$ cat src/rtl/simple_if_rr_arbiter_if.sv
// Bundle of the requester-side and consumer-side signals of simple_if_rr_arbiter.
// The slave modport is the arbiter's view; the master modport is the surrounding logic.
interface simple_if_rr_arbiter_if #(
    parameter int unsigned NUM_REQ = 2,
    parameter int unsigned DATA_W  = 1
);
    localparam int unsigned IdW = (NUM_REQ > 1) ? $clog2(NUM_REQ) : 1;

    logic [NUM_REQ-1:0]        req_valid;
    logic [NUM_REQ*DATA_W-1:0] req_data;
    logic [NUM_REQ-1:0]        req_ready;
    logic                      out_valid;
    logic [DATA_W-1:0]         out_data;
    logic                      out_ready;
    logic [IdW-1:0]            grant_id;
    logic                      busy;

    modport slave (
        input  req_valid, req_data, out_ready,
        output req_ready, out_valid, out_data, grant_id, busy
    );

    modport master (
        output req_valid, req_data, out_ready,
        input  req_ready, out_valid, out_data, grant_id, busy
    );
endinterface

$ cat src/rtl/simple_if_rr_arbiter.sv
// Round-robin arbiter merging NUM_REQ valid/ready requesters into one registered output.
// Define ARB_BURST_EN to let the previous winner keep the grant for up to MAX_BURST words.
module simple_if_rr_arbiter #(
    parameter int unsigned NUM_REQ   = 2,
    parameter int unsigned DATA_W    = 1,
    parameter int unsigned MAX_BURST = 4
) (
    input logic                 clk,
    input logic                 rst_n,
    simple_if_rr_arbiter_if.slave bus
);
    localparam int unsigned IdW = (NUM_REQ > 1) ? $clog2(NUM_REQ) : 1;

    typedef enum logic [1:0] {StIdle, StActive, StStall} state_e;

    state_e              state_q, state_d;
    logic                out_valid_q, out_valid_d;
    logic [DATA_W-1:0]   out_data_q, out_data_d;
    logic [IdW-1:0]      grant_id_q, grant_id_d;
    logic [IdW-1:0]      last_q, last_d;
`ifdef ARB_BURST_EN
    logic [7:0]          burst_q, burst_d;
`endif

    logic                slot_free;
    logic                found;
    logic                accept;
    logic [IdW-1:0]      win;
    logic [IdW-1:0]      idx;
    logic [NUM_REQ-1:0]  req_ready;

    assign slot_free = !out_valid_q || bus.out_ready;

    // Search starts one past the previous winner so every requester gets a turn.
    always_comb begin
        found = 1'b0;
        win   = '0;
        idx   = '0;
`ifdef ARB_BURST_EN
        if (burst_q != 8'd0 && 32'(burst_q) < MAX_BURST && bus.req_valid[last_q]) begin
            found = 1'b1;
            win   = last_q;
        end
`endif
        for (int unsigned k = 1; k <= NUM_REQ; k++) begin
            idx = IdW'((32'(last_q) + k) % NUM_REQ);
            if (!found && bus.req_valid[idx]) begin
                found = 1'b1;
                win   = idx;
            end
        end
    end

    // Gating with rst_n keeps the upstream from losing a word to a reset edge.
    assign accept = rst_n && slot_free && found;

    always_comb begin
        req_ready = '0;
        if (accept) begin
            req_ready[win] = 1'b1;
        end
    end

    always_comb begin
        out_valid_d = out_valid_q;
        out_data_d  = out_data_q;
        grant_id_d  = grant_id_q;
        last_d      = last_q;
        state_d     = state_q;
`ifdef ARB_BURST_EN
        burst_d     = burst_q;
`endif

        if (accept) begin
            out_valid_d = 1'b1;
            out_data_d  = bus.req_data[32'(win)*DATA_W +: DATA_W];
            grant_id_d  = win;
            last_d      = win;
`ifdef ARB_BURST_EN
            if (win == last_q && burst_q != 8'd0 && 32'(burst_q) < MAX_BURST) begin
                burst_d = burst_q + 8'd1;
            end else begin
                burst_d = 8'd1;
            end
`endif
        end else if (bus.out_ready) begin
            out_valid_d = 1'b0;
        end

        unique case (state_q)
            StIdle: begin
                if (accept) begin
                    state_d = StActive;
                end
            end
            StActive, StStall: begin
                if (accept) begin
                    state_d = StActive;
                end else if (bus.out_ready) begin
                    state_d = StIdle;
                end else begin
                    state_d = StStall;
                end
            end
            default: state_d = StIdle;
        endcase

`ifdef ARB_BURST_EN
        if (state_d == StIdle) begin
            burst_d = 8'd0;
        end
`endif
    end

    always_ff @(posedge clk) begin
        if (!rst_n) begin
            state_q     <= StIdle;
            out_valid_q <= 1'b0;
            out_data_q  <= '0;
            grant_id_q  <= '0;
            last_q      <= IdW'(NUM_REQ - 1);
`ifdef ARB_BURST_EN
            burst_q     <= 8'd0;
`endif
        end else begin
            state_q     <= state_d;
            out_valid_q <= out_valid_d;
            out_data_q  <= out_data_d;
            grant_id_q  <= grant_id_d;
            last_q      <= last_d;
`ifdef ARB_BURST_EN
            burst_q     <= burst_d;
`endif
        end
    end

    assign bus.req_ready = req_ready;
    assign bus.out_valid = out_valid_q;
    assign bus.out_data  = out_data_q;
    assign bus.grant_id  = grant_id_q;
    assign bus.busy      = (state_q != StIdle);
endmodule

$ cat src/flat_wrapper.sv
// flat-port wrapper written by rule: the top's interface ports become plain ports
module simple_if_rr_arbiter_flat 
#(
    parameter int unsigned NUM_REQ   = 2,
    parameter int unsigned DATA_W    = 1,
    parameter int unsigned MAX_BURST = 4
)
  (clk, rst_n, bus_req_valid, bus_req_data, bus_out_ready, bus_req_ready, bus_out_valid, bus_out_data, bus_grant_id, bus_busy);
  simple_if_rr_arbiter_if #(.NUM_REQ(NUM_REQ), .DATA_W(DATA_W)) bus_i ();
  input logic clk;
  input logic rst_n;
  input wire logic [$bits(bus_i.req_valid)-1:0] bus_req_valid;
  input wire logic [$bits(bus_i.req_data)-1:0] bus_req_data;
  input wire logic [$bits(bus_i.out_ready)-1:0] bus_out_ready;
  output wire logic [$bits(bus_i.req_ready)-1:0] bus_req_ready;
  output wire logic [$bits(bus_i.out_valid)-1:0] bus_out_valid;
  output wire logic [$bits(bus_i.out_data)-1:0] bus_out_data;
  output wire logic [$bits(bus_i.grant_id)-1:0] bus_grant_id;
  output wire logic [$bits(bus_i.busy)-1:0] bus_busy;
  assign bus_i.req_valid = bus_req_valid;
  assign bus_i.req_data = bus_req_data;
  assign bus_i.out_ready = bus_out_ready;
  assign bus_req_ready = bus_i.req_ready;
  assign bus_out_valid = bus_i.out_valid;
  assign bus_out_data = bus_i.out_data;
  assign bus_grant_id = bus_i.grant_id;
  assign bus_busy = bus_i.busy;
  simple_if_rr_arbiter #(.NUM_REQ(NUM_REQ), .DATA_W(DATA_W), .MAX_BURST(MAX_BURST)) u_core (.clk(clk), .rst_n(rst_n), .bus(bus_i));
endmodule
$ cat config.mk
export PLATFORM = sky130hd
export DESIGN_NAME = simple_if_rr_arbiter_flat
export DESIGN_NICKNAME = d
export VERILOG_FILES = /design/src/rtl/simple_if_rr_arbiter_if.sv /design/src/rtl/simple_if_rr_arbiter.sv /design/src/flat_wrapper.sv
export SDC_FILE = /design/constraint.sdc
export NUM_CORES = 1
export LEC_CHECK = 0
export BUFFER_PORTS_ARGS = -buffer_cell sky130_fd_sc_hd__buf_2
export CAP_MARGIN = 30
export CORE_AREA = 2 2 39 41
export CTS_CLUSTER_DIAMETER = 200
export CTS_CLUSTER_SIZE = 30
export DETAILED_ROUTE_END_ITERATION = 12
export DIE_AREA = 0 0 41 43
export PLACE_DENSITY = 0.4
export SLEW_MARGIN = 20
export SYNTH_ARGS = -nofsm -noshare
export SYNTH_HDL_FRONTEND = slang
export SYNTH_SLANG_ARGS = --single-unit
$ cat constraint.sdc
create_clock -name clk -period 2 [get_ports clk]
set_input_delay 0.1 -clock clk [delete_from_list [all_inputs] [get_ports clk]]
set_output_delay 0.1 -clock clk [all_outputs]
set_load 0.01 [all_outputs]
# == Word level (Yosys, flattened, before mapping) ==
# Index checks and enable logic that the tools add are counted.
# word_totals
regBits,6
latch_bits,0
ram_bits,0
mem_bits_ro,0
input_bits,7
word_cells,43
mem_count,0
# classes
addsub,2
mul,0
n_div,0
n_lt_le_gt_ge,4
eq_ne,3
shift,1
muxes,17
n_bitwise,0
n_reduce_logical,11
# ops
op,count
1-bit 2-to-1 mux,11
2-bit 2-to-1 mux,4
1-bit by 2-bit less-than comparator with 1-bit output (second input constant),3
1-bit logical AND,4
2-bit one-hot mux with 2 select lines,1
2-bit nonzero test,2
1-bit adder (second input constant),2
2-bit by 1-bit equality test with 1-bit output (second input constant),1
2-bit equality test (second input constant),1
1-bit zero test,2
2-bit zero test,1
2-bit by 1-bit != test with 1-bit output (second input constant),1
2-bit OR reduction,1
2-bit by 2-bit variable part select with 1-bit output,1
1-bit demux with 1-bit select,1
1-bit >= comparator (second input constant),1
1-bit logical OR,1

# == Logic depth before layout (Yosys ltp) ==
# Gate-level depths: netlist of the first run.
# depth
depth_word,12
ltp_mapped,5
ltp_nobuf,5

# == Worst setup path after synthesis of the first run ==
# Ideal clock, no wire load.
# synth_path
kind,register to register
start,register u_core.state_q[0]
end,register u_core.state_q[0]
setup_ns,0.070
arrival_time_ns,1.170
slack_ns,0.760
path_stages_with_launch,6
period_less_slack_ns,1.240
cell_sequence,dfxtp_1 -> inv_1 -> ha_1 -> nor2_1 -> or4_1 -> a21oi_1
# synth_between
elab_chain_cells,3
word_cells_on_any_way,6
cone_classes,3 x eq/ne; 1 x mux; 2 x reduce/logical
# synth_lines
item,line_no,rtl
"start, declared",simple_if_rr_arbiter.sv:16,"state_e state_q, state_d;"
"start signal, assigned",simple_if_rr_arbiter.sv:117,state_q <= StIdle;
"start signal, assigned",simple_if_rr_arbiter.sv:126,state_q <= state_d;
2-bit by 1-bit equality test with 1-bit output / 2-bit equality test (equally long branches),simple_if_rr_arbiter.sv:90,unique case (state_q)
2-bit OR reduction,simple_if_rr_arbiter.sv:90,
2-bit one-hot mux with 2 select lines,simple_if_rr_arbiter.sv:90,
# Several ways; a longest one is shown, not always the timed one.
# A chain may end at the register's enable or synchronous reset.

# == Worst setup path after layout of the first run ==
# Same ends and word-level chain as after synthesis.

==> impl_metrics.ini, run 1 <==
[pwr]
p_leak_nw = 0.214
p_seq_frac = 0.452
p_switching_uw = 75.1
p_int_uw = 218
comb_power_share = 0.169
p_sw_frac = 0.256
p_clk_frac = 0.378
ir_drop_mv = 0.288
p_per_area_mw_per_mm2 = 728

[setup_path]
slowest_delay_ns = 0.39
crit_path_end_kind = flip-flop
path_max_fanout = 3
arrival_ns = 1.49
crit_buf_inv = 1
path_class = flip-flop to flip-flop
crit_required_ns = 2.18
crit_family = simple AND/OR/NAND/NOR gates
cp_cell_sequence = inv_1 > ha_1 > nor2_1 > or4_1 > a21oi_1
startpoint_type = flip-flop
slowest_stage = or4_1

[timing]
hold_viol_final = 0
fin_hold_ws_ns = 0.104
maxSlewViolCount = 0
min_period_over_period = 0.658
fmax_mhz = 760
fin_setup_tns_ns = 0
worst_slack_ns = 0.684
rsz0062_at_grt = no
tightestPinTransition_ns = 0.349
fin_skew_ns = 0.00300
slew_headroom = 0.765
layout_min_cycle_time_ns = 1.32
finalSetupViolCount = 0

[floorplan]
die_area_mm2 = 0.00176
pin_count = 13
die_w_um = 41
start_util = 0.217
die_h_um = 43
core-area_mm2 = 0.00138
rows = 14

[synthesis]
ys_seq_elements = 6
synth_edf_count = 0
synth_top_area_frac = 0.400
yosysTopAreaCell = dfxtp_1
synth_cells = 36
avgSynthCellArea_um2 = 8.34
yosys-top-cells-count = dfxtp_1 (6), inv_1 (6), nor2_1 (4)
yosys_warnings = 0
yosys_most_used_dff = dfxtp_1
ys_types = 16
syn-num-nets = 45
seq_area_frac_synth = 0.400
synthArstFlopShare = 0
netlist_top_cells_area = dfxtp_1 (40%), ha_1 (8.3%), inv_1 (7.5%)
syn_area_um2 = 300

[place]
dp_hpwl_um = 531
post-place-ws_ns = 0.686
gp_congestion = 0.625
numPortBuffers = 12
placed_cell_area_um2 = 380

[grt]
grt_max_degree = 8
first_global_vias = 302
overflow = 0
grt_pass1_wl_um = 1170
grt_usage = 0.104
antenna_found_initial = 0

[clock_network]
htreeDepth = 1
post_cts_resized = 0
cts_sinks = 6
cts_buffers = 3
cts_tree = yes
cts_hold_buf = 0
clock_latency_ns = 0.24
clockBufferDepth = 2
cts_root_buf = clkbuf_4
postCtsSetupBuffers = 0
cts.clk_slew.worst_paths_ns = 0.05

[routing]
num_vias = 302
detail_route.wl_per_cell_um = 9.45
drt_iter0_markers = 4
drcViolationCount = 0
antenna_left = 0
dr.pass1.iters = 6
avgViaCountPerCell = 4.51
drt-total-wl_um = 633

[worst_hold_path]
hp-class = primary input to flip-flop

[final_layout]
area_growth_pct = 34.2
nNetsFinal = 62
antenna_cells = 0
fillers = 164
post-route-cell-area_um2 = 403
layout-drive-gt1-share = 0.333

[job]
max_cap_viol_count = 0

[status]
run_status = finished clean
path summary, 6_finish.rpt:
check	startpoint	slack [ns]	endpoint	cells after the start
hold / removal	rst_n	0.10	u_core.last_q	2
hold reg to reg	u_core.bus.grant_id	0.45	u_core.bus.grant_id	2
setup reg to reg	u_core.state_q[0]	0.68	u_core.state_q[0]	5
setup / recovery	u_core.state_q[0]	0.68	u_core.state_q[0]	5
power by group through the flow:
| stage | combinational (mW) | sequential [mW] | clock, mW |
|---|---|---|---|
| 2_1_floorplan | 0.0275 | 0.136 | 0 |
| 3_3_place_gp | 0.0511 | 0.135 | 0 |
| 3_5_place_dp | 0.0505 | 0.135 | 0 |
| 4_1_cts | 0.0507 | 0.133 | 0.118 |
| 5_1_grt | 0.0573 | 0.133 | 0.127 |
| 6_report | 0.0497 | 0.133 | 0.111 |
layer usage:
layer	vias to the layer above	track usage	routed length, µm
li1	157	-	-
met1	137	0.103	262
met2	6	0.150	325
met3	2	0.0785	35
met4	0	0.0600	10
met5	-	0	0
through the flow:
step / utilization / std cells / power (mW)
after global routing: 0.291 / 67 / 0.318
after CTS: 0.291 / 67 / 0.302
final: 0.291 / 67 / 0.293
after floorplan: - / 36 / 0.164
after global placement: 0.275 / 64 / 0.186
after detailed placement: 0.275 / 64 / 0.185
sequential cells by signal, summed over array words and instances (netlist names):
signal	count
u_core.bus.grant_id	1
u_core.bus.out_data	1
u_core.bus.out_valid	1
u_core.last_q	1
u_core.state_q	2
cells in the final DEF (no fill, tap or decap):
cell      synthesis  routed
buf_2             0      12
inv_1             6       6
dfxtp_1           6       6
nor2_1            4       4
nand2_1           3       3
a21oi_1           3       3
clkbuf_4          0       3
o21ai_0           2       2
nand3_1           2       2
ha_1              2       2
nand2b_4          1       1
o2111a_1          1       1
nand4_1           1       1
a222oi_1          1       1
nand2_2           1       1
or4_1             1       1
o211ai_1          1       1
nor4b_1           1       1
cell families after synthesis:
logic type,Yosys count,synth area share
AND/OR/NAND/NOR,14,0.263
flip-flops,6,0.400
AO/OA/AOI/OAI,8,0.179
adder cells (fa/ha/maj),2,0.0833
buffers and inverters,6,0.0750
final cells by class:
type | count | area, µm² | area share
Multi-Input combinational cell | 24 | 158 | 0.391
Inverter | 6 | 22.5 | 0.0559
Tap cell | 16 | 20.0 | 0.0497
Clock buffer | 3 | 22.5 | 0.0559
Sequential cell | 6 | 120 | 0.298
Timing Repair Buffer | 12 | 60.1 | 0.149
Power figures use the tool's default switching activity.
==> inputs of run 2 (changes only) <==
==> constraint.sdc (replaced) <==
create_clock -name clk -period 1.3 [get_ports clk]
set_input_delay 0.065 -clock clk [delete_from_list [all_inputs] [get_ports clk]]
set_output_delay 0.065 -clock clk [all_outputs]
set_load 0.01 [all_outputs]
==> run 2 against run 1 <==
Against the previous run: the run now ends with negative setup slack left; clock power rose by 52%; total power rose by 56%; sequential cell count did not move; first-iteration DRC count fell by 25%; setup slack got worse by 0.69 ns.
==> impl_metrics.ini, run 2 (same netlist as run 1, synthesis figures left out) <==
[final_layout]
layout_common_cells = buf_2 (12), inv_1 (4), nor2_1 (4), dfxtp_1 (4)
regArea_um2 = 123
multi_input_area_um2 = 170
finalNonFillerCells = 67
largest_register_ffs = 2
nNetsFinal = 62
fillers = 155
antenna_cells = 0
area_growth_pct = 39.2
final_common_cell = buf_2
layout-drive-gt1-share = 0.431
largest-register = u_core.state_q
post-route-cell-area_um2 = 418

[routing]
num_vias = 296
avgViaCountPerCell = 4.42
met2_length_um = 324
wl_met1_um = 289
drcViolationCount = 0
drt-total-wl_um = 654
drt_iter0_markers = 3
detail_route.wl_per_cell_um = 9.76
antenna_left = 0
top_layer_used = met4
wl_met3_um = 27
dr.pass1.iters = 4

[clock_network]
cts_sinks = 6
clockBufferDepth = 2
clock_latency_ns = 0.24
htreeDepth = 1
cts_root_buf = clkbuf_4
cts_hold_buf = 0
cts.clk_slew.worst_paths_ns = 0.04
cts_buffers = 3
cts_tree = yes

[timing]
worst_slack_ns = -0.00243
fmax_mhz = 768
tightestPinTransition_ns = 0.353
hold_viol_final = 0
finalSetupViolCount = 1
min_period_over_period = 1.00
fin_skew_ns = 0.00176
layout_min_cycle_time_ns = 1.30
rsz0062_at_grt = yes
slew_headroom = 0.762
maxSlewViolCount = 0

[pwr]
comb_power_share = 0.180
p_leak_nw = 0.216
p_seq_frac = 0.450
totalPowerFinal_uw = 457
ir_drop_mv = 0.637
p_clk_frac = 0.371
p_per_area_mw_per_mm2 = 1090
p_int_uw = 340
p_sw_frac = 0.255
p_switching_uw = 117

[job]
max_cap_viol_count = 0

[setup_path]
crit_path_end_kind = flip-flop
slowest_stage = or4_1
path_max_fanout = 3
arrival_ns = 1.47
startpoint_type = flip-flop
path_class = flip-flop to flip-flop
cp_cell_sequence = inv_2 > ha_4 > nor2_1 > or4_1 > a21oi_1
crit_required_ns = 1.47
slowest_delay_ns = 0.39

[worst_hold_path]
hp-class = primary input to flip-flop

[floorplan]
start_util = 0.217
core-area_mm2 = 0.00138
pin_count = 13
rows = 14
die_h_um = 43
die_w_um = 41
die_area_mm2 = 0.00176

[place]
gp_congestion = 0.631
placed_cell_area_um2 = 380
numPortBuffers = 12
dp_hpwl_um = 540
placed_cells = 64
post-place-ws_ns = -0.0480

[grt]
grt_usage = 0.100
overflow = 0
grt_max_degree = 8
grt_pass1_wl_um = 1100
antenna_found_initial = 0
first_global_vias = 282

[status]
run_status = finished with violations
violations = negative setup slack
[run 2: cell types whose count changed in the layout (fill, tap and decap cells not counted)]
cell     delta
dfxtp_2     +2
inv_2       +2
ha_1        -1
dfxtp_1     -2
ha_4        +1
inv_1       -2
[run 2: per-layer routing]
metal / vias to the layer above / global-route usage
li1: 158 / -
met1: 132 / 0.0997
met2: 4 / 0.141
met3: 2 / 0.0785
met4: 0 / 0.0600
met5: - / 0
[run 2: final cells by class]
| class | instances | area share |
|---|---|---|
| sequential | 6 | 0.293 |
| multi-input combinational | 24 | 0.407 |
| tap | 16 | 0.0479 |
| inverter | 6 | 0.0539 |
| timing repair buffer | 12 | 0.144 |
| clock buffer | 3 | 0.0539 |
[run 2: final timing paths]
check / endpoint / depth (start not counted) / from / slack (ns)
worst max-delay path: u_core.state_q[0] / 5 / u_core.state_q[0] / -0.002
worst min-delay path: u_core.last_q / 2 / rst_n / 0.07
worst max register to register: u_core.state_q[0] / 5 / u_core.state_q[0] / -0.002
worst min register to register: u_core.bus.grant_id / 2 / u_core.bus.grant_id / 0.45
[run 2: power by group through the flow]
stage	combinational (mW)	clock (mW)	sequential, mW
floorplan	0.0424	0	0.209
global placement	0.0790	0	0.208
detailed placement	0.0778	0	0.208
CTS	0.0839	0.183	0.205
global route	0.0925	0.195	0.207
finish	0.0820	0.169	0.205
[run 2: critical path, delay by kind of cell, from the launching register on]
kind,cells,cell delay (ns)
adder cells (fa/ha/maj),1,0.25
flip-flops,1,0.35
buffers and inverters,1,0.05
AO/OA/AOI/OAI,1,0.15
AND/OR/NAND/NOR,2,0.42
[run 2: repair_timing]
action                     4_1_cts  5_1_grt
setup endpoints to repair        1        1
resized for setup                4        1
buffers inserted                 0        0
pin swaps                        0        1
[run 2: per-stage QoR]
stage | utilization | hold slack (ns) | TNS, ns
floorplan | - | 0.137 | 0
global placement | 0.275 | 0.313 | -0.0130
detailed placement | 0.275 | 0.322 | -0.0480
CTS | 0.302 | 0.0635 | 0
global route | 0.302 | 0.0811 | -0.0364
finish | 0.302 | 0.0707 | -0.00243
==> inputs of run 3 (changes only) <==
--- a/config.mk
+++ b/config.mk
@@ -5,15 +5,16 @@
 export SDC_FILE = /design/constraint.sdc
 export NUM_CORES = 1
 export LEC_CHECK = 0
-export BUFFER_PORTS_ARGS = -buffer_cell sky130_fd_sc_hd__buf_2
 export CAP_MARGIN = 30
 export CORE_AREA = 2 2 39 41
 export CTS_CLUSTER_DIAMETER = 200
 export CTS_CLUSTER_SIZE = 30
 export DETAILED_ROUTE_END_ITERATION = 12
 export DIE_AREA = 0 0 41 43
-export PLACE_DENSITY = 0.4
+export DONT_BUFFER_PORTS = 1
+export PLACE_DENSITY = 0.32
 export SLEW_MARGIN = 20
 export SYNTH_ARGS = -nofsm -noshare
 export SYNTH_HDL_FRONTEND = slang
 export SYNTH_SLANG_ARGS = --single-unit
+export TNS_END_PERCENT = 5
==> constraint.sdc (replaced) <==
create_clock -name clk -period 1.3 [get_ports clk]
set_input_delay 0.26 -clock clk [delete_from_list [all_inputs] [get_ports clk]]
set_output_delay 0.26 -clock clk [all_outputs]
set_load 0.01 [all_outputs]
==> run 3 against run 2 <==
Against the previous run: the flow now finishes without violations; core utilization stayed put; sequential power is 2% higher; hold slack better by 0.021 ns; first-iteration DRC count is 33% lower; register-to-register slack hardly changed; cell count is 9.0% lower; critical path type unchanged; critical endpoint unchanged.
==> impl_metrics.ini, run 3 (same netlist as run 1, synthesis figures left out) <==
[status]
run_status = finished clean

[floorplan]
die_h_um = 43
die_area_mm2 = 0.00176
core-area_mm2 = 0.00138
rows = 14
pin_count = 13
die_w_um = 41
start_util = 0.217

[timing]
fin_setup_tns_ns = 0
finalSetupViolCount = 0
slew_headroom = 0.751
maxSlewViolCount = 0
rsz0062_at_grt = yes
fin_skew_ns = 0.00279
fmax_mhz = 772
hold_viol_final = 0
tightestPinTransition_ns = 0.369
min_period_over_period = 0.997
layout_min_cycle_time_ns = 1.30

[grt]
grt_usage = 0.102
grt_max_degree = 8
overflow = 0
first_global_vias = 263
grt_pass1_wl_um = 1140
antenna_found_initial = 0

[setup_path]
reg2regPathDepth = 5
path_class = flip-flop to flip-flop
path_max_fanout = 3
arrival_ns = 1.47
regToRegStartpoint = u_core.state_q[0]
crit_buf_inv = 1
slowest_delay_ns = 0.41
crit_required_ns = 1.47
reg2reg_to = u_core.state_q[0]
cp_cell_sequence = inv_2 > ha_4 > nor2_2 > or4_4 > a21oi_2
crit_family = simple AND/OR/NAND/NOR gates
rrSetupSlack_ns = 0.004
slowest_stage = or4_4
crit_path_end_kind = flip-flop
startpoint_type = flip-flop

[clock_network]
cts_root_buf = clkbuf_4
cts_tree = yes
cts_sinks = 6
cts_buffers = 3
clockBufferDepth = 2
clock_latency_ns = 0.24
cts_hold_buf = 0
cts.clk_slew.worst_paths_ns = 0.04
htreeDepth = 1

[final_layout]
antenna_cells = 0
nNetsFinal = 56
finalNonFillerCells = 61
largest-register = u_core.state_q
area_growth_pct = 39.2
final_common_cell = buf_4
post-route-cell-area_um2 = 418
layout-drive-gt1-share = 0.467
largest_register_ffs = 2

[worst_hold_path]
hold_end = u_core.last_q
min_from = rst_n
min_path_cells = 1
hp-class = primary input to flip-flop

[routing]
detail_route.wl_per_cell_um = 11.6
num_vias = 292
antenna_left = 0
drt_iter0_markers = 2
avgViaCountPerCell = 4.79
dr.pass1.iters = 4
drt-total-wl_um = 707
drcViolationCount = 0

[pwr]
p_leak_nw = 0.192
ir_drop_mv = 0.671
p_per_area_mw_per_mm2 = 1090

[place]
placed_cell_area_um2 = 350
dp_hpwl_um = 547
gp_congestion = 0.684
numPortBuffers = 0
placed_cells = 56

[job]
max_cap_viol_count = 0
-- run 3: changes by cell type in the layout (fill, tap and decap cells not counted), sizes merged --
cell	delta
buf	-6
-- run 3: layer usage --
| layer | share of wire | vias to the layer above | wire length (µm) | GRT usage |
|---|---|---|---|---|
| met5 | 0 | - | 0 | 0 |
| met4 | 0.011 | 0 | 8 | 0.0400 |
| met3 | 0.061 | 2 | 43 | 0.0942 |
| met2 | 0.51 | 8 | 364 | 0.141 |
| met1 | 0.41 | 137 | 290 | 0.106 |
| li1 | - | 145 | - | - |
-- run 3: worst reg2reg max path, delay by kind of cell, from the launching register on --
family / cells / cell delay, ns
adders and majority gates: 1 / 0.26
DFF: 1 / 0.35
AOI/OAI and AO/OA: 1 / 0.14
buffers and inverters: 1 / 0.05
and+or+nand+nor: 2 / 0.44
-- run 3: repair_timing --
item,in CTS,in global routing
gates cloned,0,0
pin swaps,1,4
endpoints found under the setup margin,2,4
gates resized for setup,3,8
buffers inserted,0,2
-- run 3: final cells by class --
type | instances | area [µm²]
fillers | 149 | 966
multi-input cells | 24 | 180
flip-flops and latches | 6 | 124
repair buffers | 6 | 48.8
clock buffers | 3 | 22.5
inverters | 6 | 22.5
well taps | 16 | 20.0
-- run 3: metrics by stage --
| stage | hold WS (ns) | util | total power, mW | setup slack (ns) |
|---|---|---|---|---|
| CTS | 0.0867 | 0.272 | 0.446 | 0.00472 |
| global route | 0.0781 | 0.302 | 0.489 | -0.0610 |
| floorplan | 0.332 | - | 0.252 | 0.0599 |
| finish | 0.0914 | 0.302 | 0.455 | 0.00424 |
| global placement | 0.334 | 0.253 | 0.271 | 0.00453 |
| detailed placement | 0.339 | 0.253 | 0.272 | -0.00404 |
-- run 3: worst max-delay path by stage --
stage | from | endpoint | slack [ns] | cells after the start
4_1_cts | u_core.bus.out_valid | bus_req_ready[1] | 0.005 | 4
3_5_place_dp | u_core.state_q[0] | u_core.state_q[0] | -0.004 | 5
2_1_floorplan | u_core.state_q[0] | u_core.state_q[0] | 0.06 | 5
3_3_place_gp | u_core.state_q[1] | u_core.state_q[0] | 0.005 | 5
6_report | u_core.state_q[0] | u_core.state_q[0] | 0.004 | 5
5_1_grt | u_core.bus.out_valid | bus_req_ready[1] | -0.06 | 4
-- run 3: power breakdown --
part           internal, mW  switching, mW
sequential            0.198         0.0113
combinational        0.0420         0.0372
clock                 0.104         0.0633
